`src/rtl/mesm6_arb_pkg.sv`:
```
// mesm6_arb_pkg
// Shared types for the mesm6 main-memory arbiter:
//   arb_state_t : arbiter FSM states (idle / bus cycle in flight / done pulse)
//   req_id_t    : requester identifiers, also the round-robin order
//   ARB_NREQ    : number of requesters
//   next_req()  : successor of a requester in round-robin order
package mesm6_arb_pkg;

    localparam int ARB_NREQ = 3;

    typedef enum logic [1:0] {
        ARB_IDLE = 2'd0,
        ARB_BUS  = 2'd1,
        ARB_DONE = 2'd2
    } arb_state_t;

    // Encoding order is the round-robin order: dbus -> ibus -> ext -> dbus.
    typedef enum logic [1:0] {
        REQ_DBUS = 2'd0,
        REQ_IBUS = 2'd1,
        REQ_EXT  = 2'd2
    } req_id_t;

    function automatic req_id_t next_req(input req_id_t id);
        case (id)
            REQ_DBUS: return REQ_IBUS;
            REQ_IBUS: return REQ_EXT;
            default:  return REQ_DBUS;
        endcase
    endfunction

endpackage

```
`src/rtl/mesm6_rr_pick.sv`:
```
// mesm6_rr_pick
// Combinational 3-way round-robin selector. The search starts at the
// requester following the last granted one and wraps around.
// Ports:
//   req   : in  request vector, indexed by req_id_t
//   last  : in  id of the most recently granted requester
//   grant : out id of the selected requester (== last when nothing is requested)
//   valid : out at least one request is active
module mesm6_rr_pick
    import mesm6_arb_pkg::*;
(
    input  logic [ARB_NREQ-1:0] req,
    input  req_id_t             last,
    output req_id_t             grant,
    output logic                valid
);

    req_id_t cand;

    always_comb begin
        // NOTE: every signal written here gets a default first, so no path
        // leaves it unassigned and no latch is inferred.
        grant = last;
        valid = 1'b0;
        cand  = last;
        for (int k = 0; k < ARB_NREQ; k++) begin
            cand = next_req(cand);
            if (!valid && req[cand]) begin
                valid = 1'b1;
                grant = cand;
            end
        end
    end

endmodule

```
`src/rtl/mesm6_mem_arbiter.sv`:
```
// mesm6_mem_arbiter
// Shares one single-ported main-memory interface between the CPU instruction
// bus (ibus), the CPU data bus (dbus) and an external loader/debug port (ext).
// The core side keeps the core's level-request / one-cycle-done handshake.
// Every transaction is IDLE (grant) -> BUS (strobe until mem_ack) -> DONE
// (one-cycle done pulse); requests are not looked at during DONE because the
// core still shows the completed request on that cycle.
//
// Optional feature: define MESM6_ARB_TIMEOUT_EN to abort a BUS phase after
// TIMEOUT cycles without mem_ack (read data forced to 0, sticky bus_error).
//
// Ports:
//   clk, reset                          : clock, synchronous active-high reset
//   ibus_fetch/addr -> ibus_input/done  : instruction read requester
//   dbus_read/write/addr/output
//                   -> dbus_input/done  : data requester (read+write = write)
//   ext_req/we/addr/wdata
//                   -> ext_rdata/done   : external requester
//   mem_read/write/addr/wdata,
//   mem_rdata/ack                       : memory controller side
//   bus_error                           : sticky timeout flag (timeout build only)
module mesm6_mem_arbiter
    import mesm6_arb_pkg::*;
#(
    parameter int ADDR_W  = 15,
    parameter int DATA_W  = 48,
    parameter int TIMEOUT = 255
) (
    input  logic              clk,
    input  logic              reset,
    input  logic              ibus_fetch,
    input  logic [ADDR_W-1:0] ibus_addr,
    output logic [DATA_W-1:0] ibus_input,
    output logic              ibus_done,
    input  logic              dbus_read,
    input  logic              dbus_write,
    input  logic [ADDR_W-1:0] dbus_addr,
    input  logic [DATA_W-1:0] dbus_output,
    output logic [DATA_W-1:0] dbus_input,
    output logic              dbus_done,
    input  logic              ext_req,
    input  logic              ext_we,
    input  logic [ADDR_W-1:0] ext_addr,
    input  logic [DATA_W-1:0] ext_wdata,
    output logic [DATA_W-1:0] ext_rdata,
    output logic              ext_done,
    output logic              mem_read,
    output logic              mem_write,
    output logic [ADDR_W-1:0] mem_addr,
    output logic [DATA_W-1:0] mem_wdata,
    input  logic [DATA_W-1:0] mem_rdata,
    input  logic              mem_ack
`ifdef MESM6_ARB_TIMEOUT_EN
    ,
    output logic              bus_error
`endif
);

    if (TIMEOUT < 1) begin : g_bad_timeout
        $error("mesm6_mem_arbiter: TIMEOUT must be at least 1");
    end

    arb_state_t          state;
    req_id_t             last_id;
    req_id_t             win_id;
    req_id_t             pick_id;
    logic                pick_valid;
    logic [ARB_NREQ-1:0] req_vec;
    logic [ADDR_W-1:0]   sel_addr;
    logic [DATA_W-1:0]   sel_wdata;
    logic                sel_we;
    logic                timed_out;
    logic [DATA_W-1:0]   bus_data;

    assign req_vec[REQ_DBUS] = dbus_read | dbus_write;
    assign req_vec[REQ_IBUS] = ibus_fetch;
    assign req_vec[REQ_EXT]  = ext_req;

    mesm6_rr_pick u_pick (
        .req   (req_vec),
        .last  (last_id),
        .grant (pick_id),
        .valid (pick_valid)
    );

    // Operation presented by the requester that wins this cycle.
    always_comb begin
        sel_addr  = dbus_addr;
        sel_wdata = dbus_output;
        sel_we    = dbus_write;     // read+write together is a write
        case (pick_id)
            REQ_IBUS: begin
                sel_addr  = ibus_addr;
                sel_wdata = '0;
                sel_we    = 1'b0;
            end
            REQ_EXT: begin
                sel_addr  = ext_addr;
                sel_wdata = ext_wdata;
                sel_we    = ext_we;
            end
            default: ;
        endcase
    end

`ifdef MESM6_ARB_TIMEOUT_EN
    localparam int CNT_W = $clog2(TIMEOUT + 1);
    logic [CNT_W-1:0] bus_cnt;

    // bus_cnt counts BUS cycles already spent without an ack; the cycle on
    // which it equals TIMEOUT-1 is the last one allowed.
    assign timed_out = (state == ARB_BUS) && !mem_ack &&
                       (bus_cnt == CNT_W'(TIMEOUT - 1));
`else
    assign timed_out = 1'b0;
`endif

    assign bus_data = timed_out ? '0 : mem_rdata;

    always_ff @(posedge clk) begin
        if (reset) begin
            state      <= ARB_IDLE;
            last_id    <= REQ_EXT;      // so dbus wins the first arbitration
            win_id     <= REQ_DBUS;
            mem_read   <= 1'b0;
            mem_write  <= 1'b0;
            mem_addr   <= '0;
            mem_wdata  <= '0;
            ibus_input <= '0;
            dbus_input <= '0;
            ext_rdata  <= '0;
            ibus_done  <= 1'b0;
            dbus_done  <= 1'b0;
            ext_done   <= 1'b0;
`ifdef MESM6_ARB_TIMEOUT_EN
            bus_cnt    <= '0;
            bus_error  <= 1'b0;
`endif
        end else begin
            // NOTE: state and outputs are registers, so they use non-blocking
            // assignments; the done pulses default low every cycle.
            ibus_done <= 1'b0;
            dbus_done <= 1'b0;
            ext_done  <= 1'b0;

            case (state)
                ARB_IDLE: begin
                    if (pick_valid) begin
                        win_id    <= pick_id;
                        mem_addr  <= sel_addr;
                        mem_wdata <= sel_wdata;
                        mem_read  <= !sel_we;
                        mem_write <= sel_we;
`ifdef MESM6_ARB_TIMEOUT_EN
                        bus_cnt   <= '0;
`endif
                        state     <= ARB_BUS;
                    end
                end

                ARB_BUS: begin
                    if (mem_ack || timed_out) begin
                        mem_read  <= 1'b0;
                        mem_write <= 1'b0;
                        // mem_read still shows the operation type here.
                        if (mem_read) begin
                            case (win_id)
                                REQ_DBUS: dbus_input <= bus_data;
                                REQ_IBUS: ibus_input <= bus_data;
                                default:  ext_rdata  <= bus_data;
                            endcase
                        end
                        case (win_id)
                            REQ_DBUS: dbus_done <= 1'b1;
                            REQ_IBUS: ibus_done <= 1'b1;
                            default:  ext_done  <= 1'b1;
                        endcase
`ifdef MESM6_ARB_TIMEOUT_EN
                        if (timed_out) bus_error <= 1'b1;
`endif
                        last_id <= win_id;
                        state   <= ARB_DONE;
                    end
`ifdef MESM6_ARB_TIMEOUT_EN
                    else begin
                        bus_cnt <= bus_cnt + 1'b1;
                    end
`endif
                end

                ARB_DONE: state <= ARB_IDLE;

                default: state <= ARB_IDLE;
            endcase
        end
    end

endmodule

```
`config.mk`:
```
export PLATFORM = sky130hd
export DESIGN_NAME = mesm6_mem_arbiter
export DESIGN_NICKNAME = d
export VERILOG_FILES = /design/src/rtl/mesm6_arb_pkg.sv /design/src/rtl/mesm6_rr_pick.sv /design/src/rtl/mesm6_mem_arbiter.sv
export SDC_FILE = /design/constraint.sdc
export NUM_CORES = 1
export LEC_CHECK = 0
export ABC_AREA = 0
export ABC_CLOCK_PERIOD_IN_PS = 2200
export CAP_MARGIN = 20
export CORE_ASPECT_RATIO = 0.9
export CORE_UTILIZATION = 38
export CTS_CLUSTER_DIAMETER = 80
export CTS_CLUSTER_SIZE = 8
export DETAILED_ROUTE_END_ITERATION = 7
export HOLD_SLACK_MARGIN = 0.08
export PLACE_DENSITY_LB_ADDON = 0.1
export SLEW_MARGIN = 20
export SYNTH_ARGS = -nofsm -noshare
export SYNTH_HDL_FRONTEND = slang
export SYNTH_HIERARCHICAL = 1
export SYNTH_SLANG_ARGS = --single-unit
```
`constraint.sdc`:
```
create_clock -name clk -period 2.2 [get_ports clk]
set_input_delay 0.22 -clock clk [delete_from_list [all_inputs] [get_ports clk]]
set_output_delay 0.22 -clock clk [all_outputs]
set_load 0.01 [all_outputs]
```
==> flow_summary_export.csv <==
group,metric,value,unit
run_status,outcome,"finished clean",
routing,drt-total-wl,28400,um
timing,fin_crit,1.96,ns
setup_path,cp.arrival,2.38,ns
clock_network,ctsRootBufferMaster,"clkbuf_16",
setup_path,start_kind,"register",
floorplan,die_h,148,um
clock_network,post_cts_resized,0,
routing,vias_per_cell,4.94,
timing,fmax,509,MHz
hold_path,min_from,"reset",
floorplan,initial_core_util,39.3,%
clock_network,htreeDepth,1,
timing,period_share,89.2,%
synthesis,ys_seq_elements,218,
timing,rsz0062_at_grt,"no",
hold_path,min_path_type,"in2reg",
timing,timing.hold.ws,0.244,ns
place,place_congestion,0.822,
final_layout,fillCellCount,1964,
routing,vias,7878,
timing,finalHoldViolCount,0,
global_route,grt_max_degree,74,
setup_path,critPathMaxFanout,18,
setup_path,worstPathRequired,2.61,ns
final_layout,seq_area,4360,sq um
floorplan,die_area,24200,sq um
place,dp_hpwl,19900,um
synthesis,yosysSeqAreaShare,48.6,%
setup_path,r2r_slack,0.24,ns
flow_run,cap_violations,0,
final_layout,multi_input_area,4260,sq um
floorplan,num_rows,52,
clock_network,cts.clk_slew.worst_paths,0.05,ns
synthesis,syn-num-nets,1103,
place,io_buffers,408,
timing,finClkSkew,0.0159,ns
place,dpl_cell_area,13500,sq um
floorplan,fp.dieW,164,um
place,dp_slack,-0.269,ns
clock_network,cts_setup_buffers,0,
timing,worst_slew_pin_slew,0.596,ns
synthesis,yosysTopAreaCell,"dfxtp_1",
setup_path,critPathKind,"reg2reg",
clock_network,cts_tree,"built",
timing,final-setup-viol-count,0,
setup_path,r2r_cells,8,
clock_network,cts_sinks,218,
global_route,groute.usage.overall,22.7,%
power_and_ir_drop,power.total,9890,uW
setup_path,end_kind,"register",
final_layout,drive_above_1_share,6.01,%
hold_path,whs_endpoint,"dbus_input[12]$_SDFFE_PP0P_",
synthesis,synth_top_area_share,48.6,%
hold_path,worstHoldPathCells,3,
synthesis,netlist_instances,904,
final_layout,syn2layout_area_growth,59.2,%
global_route,first_global_vias,7947,
power_and_ir_drop,peakVddDrop,0.000492,V
global_route,grt_pass1_wl,43400,um
routing,drtIter0Drc,414,
synthesis,syn_area,8970,sq um
floorplan,io_pins,409,
floorplan,core,22800,sq um
timing,max-slew-margin-rel,60.2,%
global_route,antenna_found_initial,0,
routing,met2WireLength,13200,um
routing,highest_layer,"met4",
clock_network,cts_hold_buf,0,
timing,fin_ws,0.237,ns
routing,antenna_left,0,
routing,route.met3.wl,2690,um
power_and_ir_drop,power_density,692,nW/um^2
routing,post-route-drc-count,0,
routing,first_pass_iters,4,
setup_path,r2r_end,"mem_wdata[0]$_SDFFE_PP0P_",
clock_network,insertion_delay,0.54,ns
routing,wirelength_met1,11400,um
final_layout,final_core_util,62.6,%
final_layout,final_area,14300,sq um
global_route,grt_overflow,0,
clock_network,cts_buffers,31,
final_layout,num-nets-final,1497,
synthesis,synthTopCellsByArea,"dfxtp_1 49%, mux2i_1 16%, nand2b_1 15%",
synthesis,syn_avg_cell_area,9.93,sq um
synthesis,synthesis.yosys.warnings,6,
timing,report.final.slew_viol_count,0,
setup_path,r2r-start,"last_id[1]$_SDFFE_PP1P_",
final_layout,antenna_cells,0,
power_and_ir_drop,power.leakage,0.00577,uW
routing,wire_per_inst,17.8,um
synthesis,synth_cell_types,34,
clock_network,cts_buffer_depth,3,
-- layout by cell type, fill, tap and decap left out, drive strengths merged, types with 6 or more instances in the layout --
| cell | Yosys | routed |
|---|---|---|
| nand2b | 209 | 209 |
| dfxtp | 218 | 218 |
| nor2 | 52 | 52 |
| clkbuf | 52 | 31 |
| nor3 | 50 | 50 |
| clkdlybuf4s50 | 0 | 407 |
| a21oi | 18 | 18 |
| nand3 | 16 | 16 |
| a221o | 16 | 16 |
| inv | 5 | 6 |
| a221oi | 47 | 47 |
| mux2i | 146 | 146 |
| buf | 28 | 34 |
| nand2 | 25 | 25 |
-- area by class of cell --
class	count	area share [%]
well taps	297	2.60
repair buffers	441	31.4
multi-input cells	601	29.8
flip-flops and latches	218	30.5
inverters	5	0.131
clock inverters	2	0.123
clock buffers	31	5.43
-- synth_stat cells (all sizes together) --
library cell and n:
or2 2, a221oi 47, o21ai 1, dfxtp 218, nand2b 209, and2 1
nor4 1, buf 28, nand4b 1, a211o 1, a311oi 1, nand3b 2
or3 2, o31ai 1, mux2i 146, nor3b 1, a22oi 2, nor4b 1
a21oi 18, nor2b 1, ha 2, nand3 16, nor3 50, clkbuf 52
nand2 25, a221o 16, o22ai 1, or3b 1, nor2 52, inv 5
-- layer usage --
metal | vias up | global-route usage (%)
li1 | 3889 | -
met1 | 3612 | 26.9
met2 | 311 | 37.6
met3 | 66 | 7.88
met4 | 0 | 8.75
met5 | - | 0
-- metrics by stage --
| step | cells | setup TNS (ns) |
|---|---|---|
| 6_report | 1595 | 0 |
| 2_1_floorplan | 904 | 0 |
| 3_3_place_gp | 1562 | -10.65 |
| 4_1_cts | 1595 | 0 |
| 5_1_grt | 1595 | 0 |
| 3_5_place_dp | 1562 | -13.50 |
-- state kept, by name, summed over array words and instances, names as in the netlist --
name	count
win_id	2
ext_done	1
mem_write	1
ext_rdata	48
mem_read	1
mem_wdata	48
dbus_input	48
last_id	2
dbus_done	1
ibus_done	1
mem_addr	15
ibus_input	48
state	2
-- cell families (layout without fill, tap and decap cells) --
| group | Yosys count | after routing | share of synthesized area (%) |
|---|---|---|---|
| and+or+nand+nor | 365 | 365 | 22.5 |
| DFF | 218 | 218 | 48.6 |
| muxes | 146 | 146 | 16.3 |
| AOI/OAI and AO/OA | 88 | 88 | 8.05 |
| buffers and inverters | 85 | 479 | 4.25 |
| adders and majority gates | 2 | 2 | 0.279 |
-- worst max-delay path by stage --
stage,start,end,slack [ns]
3_5_place_dp,dbus_write,mem_wdata[27]$_SDFFE_PP0P_,-0.27
3_3_place_gp,dbus_write,mem_wdata[0]$_SDFFE_PP0P_,-0.21
4_1_cts,last_id[0]$_SDFFE_PP0P_,mem_wdata[27]$_SDFFE_PP0P_,0.24
6_report,last_id[1]$_SDFFE_PP1P_,mem_wdata[0]$_SDFFE_PP0P_,0.24
5_1_grt,last_id[1]$_SDFFE_PP1P_,mem_wdata[8]$_SDFFE_PP0P_,0.08
2_1_floorplan,dbus_read,mem_write$_SDFFE_PP0P_,0.005
-- report_power, final --
group          total [uW]  switching [uW]  internal, uW  leakage [uW]
Combinational        1610             676           938       0.00360
Sequential           4220            94.0          4120       0.00177
Clock                4060            1610          2450      0.000391
Total                9890            2380          7510       0.00577
-- worst max-delay path: stages (launching register included) --
cell	delay, ns
dfxtp_1	0.43
a22oi_2	0.09
o22ai_1	0.20
inv_1	0.07
ha_2	0.42
nor2b_4	0.09
buf_12	0.16
a221oi_1	0.29
nor3_1	0.09
(Power assumes the default switching activity.)
